$ cat src/rtl/grant_service_queue_if.sv
// rtl/grant_service_queue_if.sv - grant inputs and service/status outputs of grant_service_queue
interface grant_service_queue_if #(
  parameter int DEPTH = 4
);
  localparam int CNTW = $clog2(DEPTH + 1);

  logic            a1;
  logic            a2;
  logic            a3;
  logic            s1;
  logic            s2;
  logic            s3;
  logic            busy;
  logic            done;
  logic            full;
  logic            drop;
  logic            mhot;
  logic [CNTW-1:0] count;

  modport master (
    output a1, a2, a3,
    input  s1, s2, s3, busy, done, full, drop, mhot, count
  );

  modport slave (
    input  a1, a2, a3,
    output s1, s2, s3, busy, done, full, drop, mhot, count
  );
endinterface

$ cat src/rtl/grant_service_queue.sv
// rtl/grant_service_queue.sv - queues arbiter grant IDs and serves them in fixed-length windows
// A FIFO of requester IDs feeds a two-state server that drives a one-hot select per window.
module grant_service_queue #(
  parameter int DEPTH      = 4,
  parameter int SVC_CYCLES = 3
) (
  input  logic                   clk,
  input  logic                   rstn,
  grant_service_queue_if.slave   gif
);
  localparam int CNTW = $clog2(DEPTH + 1);
  localparam int PW   = (DEPTH > 1) ? $clog2(DEPTH) : 1;
  localparam int CW   = (SVC_CYCLES > 1) ? $clog2(SVC_CYCLES) : 1;

  localparam logic [0:0] ST_IDLE  = 1'b0;
  localparam logic [0:0] ST_SERVE = 1'b1;

  localparam logic [CW-1:0]   SVC_LOAD = CW'(SVC_CYCLES - 1);
  localparam logic [CNTW-1:0] CNT_FULL = CNTW'(DEPTH);

  logic [0:0]      state_q, state_d;
  logic [CW-1:0]   svc_q, svc_d;
  logic [2:0]      sel_q, sel_d;
  logic            done_q, done_d;
  logic            full_q, full_d;
  logic            drop_q, drop_d;
  logic            mhot_q, mhot_d;
  logic [CNTW-1:0] count_q, count_d;
  logic [PW-1:0]   wr_ptr_q, wr_ptr_d;
  logic [PW-1:0]   rd_ptr_q, rd_ptr_d;
  logic [1:0]      mem_q [DEPTH];
  logic [1:0]      mem_d [DEPTH];

  logic       any_grant;
  logic       multi_grant;
  logic [1:0] push_id;
  logic [1:0] pop_id;
  logic       push;
  logic       pop;
  logic       svc_end;

  always_comb begin
    any_grant   = gif.a1 | gif.a2 | gif.a3;
    multi_grant = (gif.a1 & gif.a2) | (gif.a1 & gif.a3) | (gif.a2 & gif.a3);
    if (gif.a1)      push_id = 2'd1;
    else if (gif.a2) push_id = 2'd2;
    else             push_id = 2'd3;

    // full is the pre-edge value, so a grant racing a pop from a full queue is lost
    push    = any_grant & ~full_q;
    drop_d  = any_grant & full_q;
    mhot_d  = multi_grant;

    svc_end = (state_q == ST_SERVE) && (svc_q == '0);
    pop     = (count_q != '0) && ((state_q == ST_IDLE) || svc_end);
    pop_id  = mem_q[rd_ptr_q];
  end

  always_comb begin
    mem_d    = mem_q;
    wr_ptr_d = wr_ptr_q;
    rd_ptr_d = rd_ptr_q;
    if (push) begin
      mem_d[wr_ptr_q] = push_id;
      wr_ptr_d        = wr_ptr_q + PW'(1);
    end
    if (pop) begin
      rd_ptr_d = rd_ptr_q + PW'(1);
    end
    count_d = count_q + CNTW'(push) - CNTW'(pop);
    full_d  = (count_d == CNT_FULL);
  end

  always_comb begin
    state_d = state_q;
    svc_d   = svc_q;
    sel_d   = sel_q;
    if (pop) begin
      // back-to-back windows: reload straight from the last cycle of the previous one
      state_d = ST_SERVE;
      svc_d   = SVC_LOAD;
      case (pop_id)
        2'd1:    sel_d = 3'b001;
        2'd2:    sel_d = 3'b010;
        default: sel_d = 3'b100;
      endcase
    end else if (svc_end) begin
      state_d = ST_IDLE;
      sel_d   = 3'b000;
    end else if (state_q == ST_SERVE) begin
      svc_d = svc_q - CW'(1);
    end
    done_d = (state_d == ST_SERVE) && (svc_d == '0);
  end

  always_ff @(posedge clk) begin
    if (!rstn) begin
      state_q  <= ST_IDLE;
      svc_q    <= '0;
      sel_q    <= '0;
      done_q   <= 1'b0;
      full_q   <= 1'b0;
      drop_q   <= 1'b0;
      mhot_q   <= 1'b0;
      count_q  <= '0;
      wr_ptr_q <= '0;
      rd_ptr_q <= '0;
    end else begin
      state_q  <= state_d;
      svc_q    <= svc_d;
      sel_q    <= sel_d;
      done_q   <= done_d;
      full_q   <= full_d;
      drop_q   <= drop_d;
      mhot_q   <= mhot_d;
      count_q  <= count_d;
      wr_ptr_q <= wr_ptr_d;
      rd_ptr_q <= rd_ptr_d;
    end
  end

  always_ff @(posedge clk) begin
    mem_q <= mem_d;
  end

  assign gif.s1    = sel_q[0];
  assign gif.s2    = sel_q[1];
  assign gif.s3    = sel_q[2];
  assign gif.busy  = (state_q == ST_SERVE);
  assign gif.done  = done_q;
  assign gif.full  = full_q;
  assign gif.drop  = drop_q;
  assign gif.mhot  = mhot_q;
  assign gif.count = count_q;
endmodule

$ cat src/flat_wrapper.sv
// flat-port wrapper written by rule: the top's interface ports become plain ports
module grant_service_queue_flat 
#(
  parameter int DEPTH      = 4,
  parameter int SVC_CYCLES = 3
)
  (clk, rstn, gif_a1, gif_a2, gif_a3, gif_s1, gif_s2, gif_s3, gif_busy, gif_done, gif_full, gif_drop, gif_mhot, gif_count);
  grant_service_queue_if #(.DEPTH(DEPTH)) gif_i ();
  input  logic clk;
  input  logic rstn;
  input wire logic [$bits(gif_i.a1)-1:0] gif_a1;
  input wire logic [$bits(gif_i.a2)-1:0] gif_a2;
  input wire logic [$bits(gif_i.a3)-1:0] gif_a3;
  output wire logic [$bits(gif_i.s1)-1:0] gif_s1;
  output wire logic [$bits(gif_i.s2)-1:0] gif_s2;
  output wire logic [$bits(gif_i.s3)-1:0] gif_s3;
  output wire logic [$bits(gif_i.busy)-1:0] gif_busy;
  output wire logic [$bits(gif_i.done)-1:0] gif_done;
  output wire logic [$bits(gif_i.full)-1:0] gif_full;
  output wire logic [$bits(gif_i.drop)-1:0] gif_drop;
  output wire logic [$bits(gif_i.mhot)-1:0] gif_mhot;
  output wire logic [$bits(gif_i.count)-1:0] gif_count;
  assign gif_i.a1 = gif_a1;
  assign gif_i.a2 = gif_a2;
  assign gif_i.a3 = gif_a3;
  assign gif_s1 = gif_i.s1;
  assign gif_s2 = gif_i.s2;
  assign gif_s3 = gif_i.s3;
  assign gif_busy = gif_i.busy;
  assign gif_done = gif_i.done;
  assign gif_full = gif_i.full;
  assign gif_drop = gif_i.drop;
  assign gif_mhot = gif_i.mhot;
  assign gif_count = gif_i.count;
  grant_service_queue #(.DEPTH(DEPTH), .SVC_CYCLES(SVC_CYCLES)) u_core (.clk(clk), .rstn(rstn), .gif(gif_i));
endmodule
$ cat config.mk
export PLATFORM = sky130hd
export DESIGN_NAME = grant_service_queue_flat
export DESIGN_NICKNAME = d
export VERILOG_FILES = /design/src/rtl/grant_service_queue_if.sv /design/src/rtl/grant_service_queue.sv /design/src/flat_wrapper.sv
export SDC_FILE = /design/constraint.sdc
export NUM_CORES = 1
export LEC_CHECK = 0
export CAP_MARGIN = 20
export CORE_UTILIZATION = 35
export CTS_BUF_LIST = sky130_fd_sc_hd__clkbuf_2
export DETAILED_ROUTE_END_ITERATION = 6
export PLACE_DENSITY_LB_ADDON = 0.3
export SLEW_MARGIN = 20
export SYNTH_ARGS = -nofsm -noshare
export SYNTH_HDL_FRONTEND = slang
export SYNTH_SLANG_ARGS = --single-unit
export TNS_END_PERCENT = 20
$ cat constraint.sdc
create_clock -name clk -period 3 [get_ports clk]
set_input_delay 0.3 -clock clk [delete_from_list [all_inputs] [get_ports clk]]
set_output_delay 0.3 -clock clk [all_outputs]
set_load 0.02 [all_outputs]
==> results of run 1 <==
worst reg2reg max path: cells and delay by family, from the launching register on:
kind                       cells  cell delay, ps
and+or+nand+nor                4             670
buffers and inverters          3             190
adders and majority gates      4            1000
DFF                            1             410
xor gates and xnor gates       1             340
where the power goes:
group	total, µW	internal [µW]	switching (µW)
sequential	487	431	56.4
combinational	538	281	258
clock	138	34.8	103
sequential cells by signal, summed over array words and instances (netlist names):
| signal | count |
|---|---|
| u_core.mem_q | 8 |
| u_core.gif.count | 3 |
| u_core.sel_q | 3 |
| u_core.rd_ptr_q | 2 |
| u_core.svc_q | 2 |
| u_core.wr_ptr_q | 2 |
| u_core.gif.busy | 1 |
| u_core.gif.done | 1 |
| u_core.gif.drop | 1 |
| u_core.gif.full | 1 |
| u_core.gif.mhot | 1 |
how the worst max path moves through the flow:
| stage | to | slack [ps] | cells after the start |
|---|---|---|---|
| 2_1_floorplan | u_core.gif.full | 410 | 11 |
| 3_3_place_gp | u_core.gif.full | 420 | 10 |
| 3_5_place_dp | u_core.gif.full | 350 | 12 |
| 4_1_cts | u_core.gif.full | 330 | 10 |
| 5_1_grt | u_core.gif.full | 110 | 12 |
| 6_report | u_core.gif.full | 340 | 12 |
logic make-up (layout without fill, tap and decap cells):
kind of cell	after synthesis	in the layout	share of synthesized area, %
buf+inv	15	31	5.094
flops	25	25	51.38
compound gates	10	10	6.200
xor+xnor	1	1	1.993
fa+ha+maj	10	10	11.74
simple gates	39	39	16.94
mux	5	5	6.644
cell usage in the layout, fill, tap and decap left out, types with 3 or more instances in the layout:
| cell | Yosys | layout |
|---|---|---|
| nand2_1 | 17 | 17 |
| dfxtp_1 | 17 | 17 |
| clkdlybuf4s50_1 | 0 | 15 |
| inv_1 | 12 | 12 |
| ha_1 | 9 | 9 |
| edfxtp_1 | 8 | 8 |
| and2_1 | 7 | 7 |
| nor2_1 | 4 | 4 |
| nor3_1 | 3 | 3 |
| mux2i_1 | 3 | 3 |
| o22ai_1 | 3 | 3 |
| clkbuf_2 | 0 | 3 |
metrics by stage:
step / cells / area [µm²] / power (µW)
floorplan: 105 / 1130 / 883.3
global placement: 161 / 1323 / 1020
detailed placement: 161 / 1323 / 1039
CTS: 165 / 1346 / 1183
global route: 165 / 1346 / 1274
finish: 165 / 1346 / 1164
area by class of cell:
class,instances,share of cell area [%]
clock buffers,3,1.115
clock inverters,1,0.6506
inverters,12,3.346
multi-input cells,65,36.52
flip-flops and latches,25,43.12
well taps,44,4.089
repair buffers,15,11.15
routing by layer:
layer	vias to the layer above	GRT usage (%)
met5	-	0
met1	359	10.96
met4	0	5.102
li1	382	-
met2	15	21.10
met3	2	3.956
==> impl_metrics.env, run 1 <==
export IMPL_cts_setup_buffers=0
export IMPL_ant_nets=0
export IMPL_n_antenna_cell=0
export IMPL_r2r_end="u_core.gif.full"
export IMPL_synthArstFlopShare_pct=0
export IMPL_post_dp_hpwl_mm=1.295
export IMPL_min_to="u_core.gif.drop"
export IMPL_path_delay_family="adder cells"
export IMPL_p_leak_uw=0.0005470
export IMPL_tightest_slew_ps=727.9
export IMPL_fin_util_pct=44.10
export IMPL_min_path_cells=2
export IMPL_synth_distinct_cells=27
export IMPL_wl_met2_um=855
export IMPL_clock_sinks=25
export IMPL_grt_ovfl_total=0
export IMPL_finalCritPeriodShare_pct=88.75
export IMPL_routedWlPerCell_um=10.11
export IMPL_max_freq_ghz=0.3756
export IMPL_drt_met1_wl_um=733
export IMPL_cts_root_buf="clkbuf_2"
export IMPL_ys_flop_type="dfxtp_1"
export IMPL_pre_cts_ws_ps=346.1
export IMPL_maxCapViolCount=0
export IMPL_met3WireLength_um=62
export IMPL_finalSetupViolations=0
export IMPL_finalCriticalPeriod_ps=2663
export IMPL_crit_chain="inv_1 > ha_1 > nand2b_2 > nand2_1 > inv_1 > ha_1 > inv_1 > ha_1 > fa_1 > xnor3_1 > and2_1 > nor3b_1"
export IMPL_required_ps=3290
export IMPL_arrival_ps=2960
export IMPL_syn_area_per_cell_um2=10.76
export IMPL_setup_slack_ps=337.4
export IMPL_drc=0
export IMPL_yosysSeqAreaShare_pct=51.38
export IMPL_cts_resized=0
export IMPL_cts_buffers=3
export IMPL_clockBufferDepth=2
export IMPL_gp_congestion=0.6660
export IMPL_hold_path_class="flip-flop to flip-flop"
export IMPL_cpPeakStageDelay_ps=410
export IMPL_synth_nets=120
export IMPL_initial_core_util_pct=37.01
export IMPL_clock_skew_ps=16.33
export IMPL_grt_first_pass_wirelength_mm=2.877
export IMPL_drive_gt1_share_pct=6.612
export IMPL_hold_violations=0
export IMPL_grt_max_degree=24
export IMPL_io_pins=16
export IMPL_die_y_um=58.82
export IMPL_cts_tree="done"
export IMPL_rows=20
export IMPL_status="finished clean"
export IMPL_relSlewSlack_pct=51.32
export IMPL_drt_iter0_markers=11
export IMPL_htree_num_levels=1
export IMPL_multi_input_area_um2=491.7
export IMPL_nNetsFinal=137
export IMPL_yosys_warnings=0
export IMPL_clk_latency_ps=350
export IMPL_cp_max_fo=7
export IMPL_core_area_um2=3053
export IMPL_crit_type="flip-flop to flip-flop"
export IMPL_port_buffer_count=15
export IMPL_rr_startpoint="u_core.svc_q[0]"
export IMPL_finalMaxSlewViolations=0
export IMPL_die_w_um=58.82
export IMPL_timing_hold_ws_ps=477.9
export IMPL_yosys_area_top_type="dfxtp_1"
export IMPL_route_vias_total=758
export IMPL_crit_start="u_core.svc_q[0]"
export IMPL_register_area_um2=580.6
export IMPL_synth_edf_count=8
export IMPL_fin_tns_setup_ps=0
export IMPL_startpoint_type="flip-flop"
export IMPL_ir_drop_mv=0.4236
export IMPL_clk_pin_slew_ps=250
export IMPL_grt_pass1_vias=715
export IMPL_reg2reg_depth=12
export IMPL_synth_common_cells="dfxtp_1, nand2_1, inv_1"
export IMPL_rrSetupSlack_ps=340
export IMPL_syn_inst=105
export IMPL_synth_top_area_share_pct=30.12
export IMPL_ys_seq_elements=25
export IMPL_grt_util_all_layers_pct=11.26
export IMPL_min_delay_start="u_core.gif.full"
export IMPL_grt_setup_unrepaired="false"
export IMPL_fillers=306
export IMPL_cp_slowest_cell="dfxtp_1"
export IMPL_cts_hold_buf=0
export IMPL_antenna_found_initial=0
export IMPL_syn2layout_area_growth_pct=19.16
export IMPL_worstSetupEndpointType="flip-flop"
export IMPL_synth_area_leaders="dfxtp_1, edfxtp_1, ha_1"
export IMPL_highest_layer="met4"
export IMPL_power_density_nw_per_um2=864.3
export IMPL_wl_mm=1.668
export IMPL_first_pass_iters=4
export IMPL_drt_vias_per_instance=4.594
export IMPL_path_buf_inv=3
export IMPL_syn_area_um2=1130
export IMPL_die_area_um2=3459
Power figures use the tool's default switching activity.
==> run 2, diff against run 1 <==
--- a/config.mk
+++ b/config.mk
@@ -10,6 +10,7 @@
 export CTS_BUF_LIST = sky130_fd_sc_hd__clkbuf_2
 export DETAILED_ROUTE_END_ITERATION = 6
 export PLACE_DENSITY_LB_ADDON = 0.3
+export SKIP_LAST_GASP = 1
 export SLEW_MARGIN = 20
 export SYNTH_ARGS = -nofsm -noshare
 export SYNTH_HDL_FRONTEND = slang
==> results of run 2 <==
No change in the layout: final DEF, timing and power equal those of run 1.
==> run 3, diff against run 2 <==
--- a/config.mk
+++ b/config.mk
@@ -5,6 +5,7 @@
 export SDC_FILE = /design/constraint.sdc
 export NUM_CORES = 1
 export LEC_CHECK = 0
+export ABC_AREA = 1
 export CAP_MARGIN = 20
 export CORE_UTILIZATION = 35
 export CTS_BUF_LIST = sky130_fd_sc_hd__clkbuf_2
==> run 3 against run 2 <==
Synthesized area is 4.4% higher. Cell area grew 4.4%. Clock power down 9%. Flip-flop and latch count unchanged. Sequential share of layout area down 1.8 points. First-iteration DRC count decreased by 9.1%. Via count increased by 16%. Combinational power grew 24%. Critical path type unchanged. Highest routed layer unchanged.
==> impl_metrics.env, run 3 <==
export IMPL_startpoint_type="flip-flop"
export IMPL_synth_distinct_cells=16
export IMPL_clk_pin_slew_ps=210
export IMPL_die_y_um=60.06
export IMPL_largest_reg_flops=8
export IMPL_min_to="u_core.svc_q[1]"
export IMPL_worstSetupEndpointType="flip-flop"
export IMPL_ys_seq_elements=25
export IMPL_ir_drop_mv=0.4266
export IMPL_regMostFlops="u_core.mem_q"
export IMPL_cts_root_buf="clkbuf_2"
export IMPL_grt_first_pass_wirelength_mm=3.146
export IMPL_synth_common_cells="nand2_1, inv_1, dfxtp_1"
export IMPL_rows=20
export IMPL_min_path_cells=2
export IMPL_cp_max_fo=7
export IMPL_clock_sinks=25
export IMPL_hold_violations=0
export IMPL_grt_util_all_layers_pct=11.86
export IMPL_min_delay_start="u_core.svc_q[1]"
export IMPL_die_w_um=60.06
export IMPL_synth_top_area_share_pct=28.84
export IMPL_synth_edf_count=8
export IMPL_maxCapViolCount=0
export IMPL_grt_pass1_vias=815
export IMPL_drt_vias_per_instance=4.330
export IMPL_timing_hold_ws_ps=469.4
export IMPL_n_antenna_cell=0
export IMPL_die_area_um2=3607
export IMPL_grt_setup_unrepaired="false"
export IMPL_tightest_slew_ps=318.9
export IMPL_reg2reg_depth=17
export IMPL_post_dp_hpwl_mm=1.491
export IMPL_status="finished clean"
export IMPL_final_common_cell="nand2_1"
export IMPL_antenna_found_initial=0
export IMPL_crit_type="flip-flop to flip-flop"
export IMPL_r2r_end="u_core.gif.full"
export IMPL_relSlewSlack_pct=78.67
export IMPL_ys_flop_type="dfxtp_1"
export IMPL_finalSetupViolations=0
export IMPL_finalMaxSlewViolations=0
export IMPL_port_buffer_count=15
export IMPL_htree_num_levels=1
export IMPL_grt_max_degree=14
export IMPL_clockBufferDepth=2
export IMPL_layout_common_cells="nand2_1, inv_1, dfxtp_1"
export IMPL_hold_path_class="flip-flop to flip-flop"
export IMPL_fillers=317
export IMPL_io_pins=16
export IMPL_synthArstFlopShare_pct=0
export IMPL_cts_resized=0
export IMPL_clk_latency_ps=330
export IMPL_yosysMostFrequentCell="nand2_1"
export IMPL_syn_area_um2=1180
export IMPL_synth_area_leaders="dfxtp_1, edfxtp_1, ha_1"
export IMPL_routedWlPerCell_um=8.946
export IMPL_yosysSeqAreaShare_pct=49.20
export IMPL_fin_tns_setup_ps=0
export IMPL_rrSetupSlack_ps=700
export IMPL_syn_area_per_cell_um2=8.428
export IMPL_rr_startpoint="u_core.svc_q[0]"
export IMPL_drt_iter0_markers=10
export IMPL_wl_mm=1.816
export IMPL_core_area_um2=3128
export IMPL_gp_congestion=0.7885
export IMPL_clock_skew_ps=6.589
export IMPL_synth_nets=155
export IMPL_cts_hold_buf=0
export IMPL_cts_tree="done"
export IMPL_ant_nets=0
export IMPL_required_ps=3290
export IMPL_syn_inst=140
export IMPL_finalCritPeriodShare_pct=76.51
export IMPL_initial_core_util_pct=37.72
export IMPL_drc=0
export IMPL_power_density_nw_per_um2=917.2
export IMPL_first_pass_iters=4
export IMPL_route_vias_total=879
export IMPL_p_leak_uw=0.0006497
export IMPL_finalCriticalPeriod_ps=2295
export IMPL_grt_ovfl_total=0
export IMPL_arrival_ps=2580
export IMPL_yosys_warnings=0
export IMPL_cts_setup_buffers=0
export IMPL_drive_gt1_share_pct=10.69
export IMPL_yosys_area_top_type="dfxtp_1"
export IMPL_syn2layout_area_growth_pct=19.09
export IMPL_max_freq_ghz=0.4357
export IMPL_nNetsFinal=175
export IMPL_cts_buffers=3
run 3: cell count changes in the layout (fill, tap and decap cells not counted), sizes merged, moves of 7 or more:
| cell | before | now |
|---|---|---|
| nor2 | 4 | 17 |
| a21oi | 0 | 7 |
| and2 | 7 | 0 |
| nand3 | 2 | 12 |
| inv | 13 | 29 |
| nand2 | 17 | 33 |
run 3: logic make-up (layout without fill, tap and decap cells):
kind of cell / after synthesis / after routing / synth area share (%)
AOI/OAI and AO/OA: 12 / 12 / 5.089
adders and majority gates: 10 / 10 / 11.24
buffers and inverters: 29 / 48 / 9.226
DFF: 25 / 25 / 49.20
and+or+nand+nor: 64 / 64 / 25.24
run 3: final cells by class:
class | instances | area (µm²) | area share [%]
flip-flops and latches | 25 | 580.6 | 41.32
well taps | 44 | 55.05 | 3.918
inverters | 29 | 108.9 | 7.747
multi-input cells | 86 | 490.5 | 34.91
repair buffers | 15 | 150.1 | 10.69
clock buffers | 4 | 20.02 | 1.425
run 3: power breakdown:
part | switching (µW) | total [µW] | leakage [µW] | internal [µW]
registers | 60.0 | 494 | 0.000213 | 434
clock network | 91.0 | 126 | 0.0000166 | 35.3
logic | 394 | 669 | 0.000420 | 275
run 3: worst max-delay path by stage:
stage                          startpoint         endpoint  depth (start not counted)
after floorplan           u_core.svc_q[0]  u_core.gif.full                         17
after global placement             gif_a2  u_core.gif.full                         14
after detailed placement  u_core.svc_q[0]  u_core.gif.full                         17
after CTS                 u_core.svc_q[0]  u_core.gif.full                         17
after global routing      u_core.svc_q[0]  u_core.gif.full                         17
final                     u_core.svc_q[0]  u_core.gif.full                         17
run 3: through the flow:
step / total power (µW) / cell area (µm²) / cells / utilization (%) / setup WS, ps
6_report: 1289 / 1405 / 203 / 44.92 / 704.6
3_5_place_dp: 1177 / 1385 / 199 / 44.28 / 750.2
5_1_grt: 1429 / 1405 / 203 / 44.92 / 512.2
2_1_floorplan: 990.7 / 1180 / 140 / - / 882.8
4_1_cts: 1306 / 1405 / 203 / 44.92 / 704.2
3_3_place_gp: 1162 / 1385 / 199 / 44.28 / 802.7
run 3: layer usage:
| metal | routed length [µm] | up-vias | track usage, % |
|---|---|---|---|
| met4 | 37 | 0 | 5.980 |
| met1 | 839 | 389 | 12.75 |
| met2 | 900 | 12 | 21.59 |
| met3 | 38 | 4 | 2.597 |
| met5 | 0 | - | 0 |
| li1 | - | 474 | - |
run 3: critical path: stages (launching register included):
cell,delay (ps)
dfxtp_1,360
inv_1,70
ha_1,210
inv_1,90
nand2_4,90
nand2_4,110
inv_2,40
ha_1,260
inv_1,40
ha_1,180
fa_1,380
inv_1,60
nand2_1,60
nand2_1,70
nand2_1,60
nand2_1,60
nand2_1,40
nor2_1,80
